[src/rtl/pipe_ctrl.sv]
// Pipeline hazard/stall controller: PC and pipeline-register enables, bubble
// flushes, memory-access freeze sequencing and a saturating stall counter.
module pipe_ctrl #(
  parameter int MEM_LAT = 4,
  parameter int CNT_W   = 16
) (
  input  logic             clk,
  input  logic             rst,
  input  logic             hazard,
  input  logic             branch_taken,
  input  logic             mem_req,
  input  logic             status_write,
  output logic             pc_en,
  output logic             if_id_en,
  output logic             id_ex_en,
  output logic             ex_mem_en,
  output logic             mem_wb_en,
  output logic             if_id_flush,
  output logic             id_ex_flush,
  output logic             status_en,
  output logic             mem_start,
  output logic             mem_done,
  output logic [CNT_W-1:0] stall_cnt
);

  // state    | meaning
  // RUN      | pipeline advancing; a mem_req launches an access and freezes
  // MEM_WAIT | access in flight, everything frozen, cnt counts down to 0
  // MEM_DONE | result captured; pipeline advances, held branch/hazard apply
  typedef enum logic [1:0] {
    RUN      = 2'd0,
    MEM_WAIT = 2'd1,
    MEM_DONE = 2'd2
  } state_t;

  localparam logic [3:0]       LAT_M1  = 4'(MEM_LAT - 1);
  localparam logic [CNT_W-1:0] CNT_MAX = '1;

  state_t     state;
  logic [3:0] cnt;
  logic       normal;

  always_ff @(posedge clk or posedge rst) begin
    if (rst) begin
      state <= RUN;
      cnt   <= 4'd0;
    end else begin
      case (state)
        RUN: begin
          if (mem_req) begin
            state <= MEM_WAIT;
            cnt   <= LAT_M1;
          end
        end
        MEM_WAIT: begin
          if (cnt == 4'd0) state <= MEM_DONE;
          else             cnt   <= cnt - 4'd1;
        end
        MEM_DONE: state <= RUN;
        default:  state <= RUN;
      endcase
    end
  end

  // Reset gates every control output so nothing loads while rst is high.
  assign normal = !rst && (((state == RUN) && !mem_req) || (state == MEM_DONE));

  always_comb begin
    pc_en       = 1'b0;
    if_id_en    = 1'b0;
    id_ex_en    = 1'b0;
    ex_mem_en   = 1'b0;
    mem_wb_en   = 1'b0;
    if_id_flush = 1'b0;
    id_ex_flush = 1'b0;
    status_en   = 1'b0;
    mem_start   = !rst && (state == RUN) && mem_req;
    mem_done    = !rst && (state == MEM_DONE);
    if (normal) begin
      id_ex_en  = 1'b1;
      ex_mem_en = 1'b1;
      mem_wb_en = 1'b1;
      status_en = status_write;
      if (branch_taken) begin
        pc_en       = 1'b1;
        if_id_en    = 1'b1;
        if_id_flush = 1'b1;
        id_ex_flush = 1'b1;
      end else if (hazard) begin
        id_ex_flush = 1'b1;
      end else begin
        pc_en    = 1'b1;
        if_id_en = 1'b1;
      end
    end
  end

  always_ff @(posedge clk or posedge rst) begin
    if (rst) begin
      stall_cnt <= '0;
    end else if (!pc_en && (stall_cnt != CNT_MAX)) begin
      stall_cnt <= stall_cnt + 1'b1;
    end
  end

endmodule

[config.mk]
export PLATFORM = sky130hd
export DESIGN_NAME = pipe_ctrl
export DESIGN_NICKNAME = d
export VERILOG_FILES = /design/src/rtl/pipe_ctrl.sv
export SDC_FILE = /design/constraint.sdc
export NUM_CORES = 1
export LEC_CHECK = 0
export CAP_MARGIN = 20
export CORE_MARGIN = 2
export CORE_UTILIZATION = 48
export DETAILED_ROUTE_END_ITERATION = 16
export MAX_ROUTING_LAYER = met4
export PLACE_DENSITY = 0.8
export SLEW_MARGIN = 20
export SYNTH_ARGS = -nofsm -noshare
export SYNTH_HDL_FRONTEND = slang
export SYNTH_SLANG_ARGS = --single-unit
[constraint.sdc]
create_clock -name clk -period 2.25 [get_ports clk]
set_input_delay 0.45 -clock clk [delete_from_list [all_inputs] [get_ports clk]]
set_output_delay 0.45 -clock clk [all_outputs]
set_load 0.005 [all_outputs]
==> flow_summary.yaml <==
timing:
  slew_viol_final: 0
  layout_min_cycle_time_ps: 2180
  timing.fmax_ghz: 0.459
  skew_ps: 6.42
  slew_headroom_pct: 72.7
  finalCritPeriodShare_pct: 96.8
  worst_hold_slack_ps: 519
  setup_violations: 0
  worst_slack_ps: 72.9
  finalHoldViolations: 0
  grt_setup_unrepaired: "no"
  worst_slew_pin_slew_ps: 409
floorplan:
  num_rows: 18
  core_area_sq_um: 2500
  dieArea_sq_um: 3080
  die_w_microns: 55.5
  io_pins: 32
  start_util_pct: 50.9
  die_h_microns: 55.5
synthesis:
  syn_area_sq_um: 1270
  yosys.area_share.adder_pct: 2.95
  synthXorXnorAreaFrac_pct: 11.0
  yosysSeqAreaShare_pct: 43.3
  yosysTopAreaCell: "dfrtp_1"
  synth_top_family_by_area: "simple AND/OR/NAND/NOR gates"
  synth_simple_gate_area_share_pct: 30.3
  ys_types: 33
  syn_nets: 119
  yosysWarnings: 0
  ys_seq_elements: 22
  synth_cells: 110
  syn_area_per_cell_sq_um: 11.6
  synth_top_area_share_pct: 43.3
  yosys-mux-area-fraction_pct: 1.77
  synth_area_leaders: "dfrtp_1 43%, xor2_1 11%, nor4_2 4.9%, nor3_2 3.1%, ha_1 3.0%"
  synth-compound-area-share_pct: 4.33
cts:
  cts_made_buffers: 3
  clock-sinks: 22
  clk_latency_ps: 310
  h-tree-depth: 1
  cts_buffer_depth: 2
  cts-hold-fix-buffers: 0
  clk_pin_slew_ps: 120
  ctsRootBufferMaster: "clkbuf_4"
  cts_tree: "yes"
route:
  drt_pass1_iterations: 3
  wl_met2_mm: 1.28
  met1_length_mm: 1.20
  wire_per_inst_microns: 14.3
  via_per_inst: 5.35
  vias: 974
  post-route-drc-count: 0
  drt_iter0_markers: 8
  top_layer: "met4"
  wl_mm: 2.61
  antenna_left: 0
  met3_length_microns: 97
critical_path:
  arrival_ps: 1730
  crit_start: "state[1]"
  cp-start-kind: "register"
  worstSetupPathType: "reg2out"
  cp_max_fo: 4
  reg2regPathDepth: 8
  worstReg2RegStart: "state[1]"
  worstPathRequired_ps: 1800
  critPathCaptureType: "output pin"
place:
  io_buffers: 31
  dp_hpwl_mm: 1.88
  dpl_worst_slack_ps: -258
  place_area_sq_um: 1620
  placed_cells: 174
  place.gp.congestion: 0.790
cells_and_area:
  stdcell_count: 182
  nets: 162
  insertedDiodeCount: 0
  stdcell_area_sq_um: 1700
  syn2layout_area_growth_pct: 33.6
  drive_above_1_share_pct: 25.0
  final_util_pct: 67.9
hold_path:
  worstHoldPathType: "reg2reg"
  hold_depth: 1
  holdCritStartpoint: "stall_cnt[15]"
power:
  power_density_nw_per_um2: 1000
  leakagePower_nw: 0.757
  ir_drop_v: 0.000691
global_route:
  grt_pass1_wl_mm: 4.33
  grtUsageTotal_pct: 18.4
  grt_max_degree: 23
  grt_overflow: 0
  antenna_found_initial: 0
  grt_pass1_vias: 943
flow_run:
  maxCapViolCount: 0
run_status:
  outcome: "finished, final reports clean"
through the flow:
stage / TNS (ps) / power, mW
6_report: 0 / 1.70
2_1_floorplan: 0 / 1.10
5_1_grt: 0 / 1.83
3_5_place_dp: -1330 / 1.47
4_1_cts: -5.28 / 1.71
3_3_place_gp: -1060 / 1.44
timing repair:
item | 4_1_cts | 5_1_grt
setup endpoints to repair | 10 | 5
pin swaps | 1 | 1
resized for setup | 12 | 1
setup buffers | 3 | 1
endpoints found under the hold margin | 0 | 0
synthesized netlist by cell type:
cell       instances
and3_1             1
nor3b_1            2
and2_1             3
nor3_1             2
ha_1               3
and2_2             1
nor2b_1            2
mux2_1             2
a2111oi_4          1
a21o_1             1
nor4_2             5
nor4b_2            2
nor2_2             1
nand4_1            3
nand2_1            6
and4_1             2
xor2_1            16
a31oi_1            2
buf_4              3
buf_12             1
buf_6              2
nor4_1             2
nor2_1             4
dfrtp_1           22
nor2b_2            1
nor3_2             4
nor3b_2            2
nand3_1            6
or3b_1             1
and4b_1            1
and3_2             1
o21a_1             1
inv_1              4
logic make-up (layout without fill, tap and decap cells):
group / count (synthesis) / count (layout)
buf+inv: 10 / 52
flops: 22 / 22
fa+ha+maj: 3 / 3
compound gates: 5 / 5
xor+xnor: 16 / 16
mux: 2 / 2
simple gates: 52 / 52
worst paths after layout:
check	to	slack (ps)
hold reg to reg	stall_cnt[15]	520
hold / removal	stall_cnt[15]	520
setup reg to reg	stall_cnt[1]	220
setup / recovery	if_id_en	70
min in group asynchronous	stall_cnt[13]	530
max in group asynchronous	stall_cnt[0]	1500
flip-flops by register name (all words and copies together), names as in the netlist:
signal and count:
state 2, cnt 4, stall_cnt 16
metal layers:
| layer | GRT usage, % | up-vias |
|---|---|---|
| li1 | - | 467 |
| met1 | 24.3 | 475 |
| met2 | 28.6 | 27 |
| met3 | 3.28 | 5 |
| met4 | 6.27 | 0 |
| met5 | - | - |
layout by cell type (no fill, tap or decap), types with 2 or more instances in the layout:
cell,synthesis,final
nor3_2,4,5
clkdlybuf4s50_1,0,23
mux2_1,2,2
nor4_2,5,5
ha_1,3,3
nor4_1,2,2
xor2_1,16,16
nand4_1,3,3
nor4b_2,2,2
dlygate4sd2_1,0,6
and4_1,2,2
nor3b_2,2,3
inv_1,4,3
buf_4,3,13
clkbuf_4,0,3
and2_1,3,3
nor2b_1,2,2
nand2_1,6,6
a31oi_1,2,2
dfrtp_1,22,22
nand3_1,6,6
nor2_1,4,4
critical path, cell delays in order, from the launching register on:
cell	delay, ps
dfrtp_1	470
nor2b_4	70
buf_4	150
a2111oi_4	320
buf_4	180
dlygate4sd2_1	230
where the power goes:
part	total (mW)	leakage [nW]	internal [mW]	switching, mW
clock network	0.221	0.0210	0.0989	0.122
logic	0.742	0.482	0.440	0.302
registers	0.735	0.254	0.547	0.188
layout make-up:
class	instances	area, sq um
Multi-Input combinational cell	78	656
Inverter	4	15.0
Clock buffer	4	36.3
Timing Repair Buffer	44	403
Sequential cell	22	551
Fill cell	211	802
Tap cell	30	37.5
Note: power is estimated with default switching activity, not from simulation.
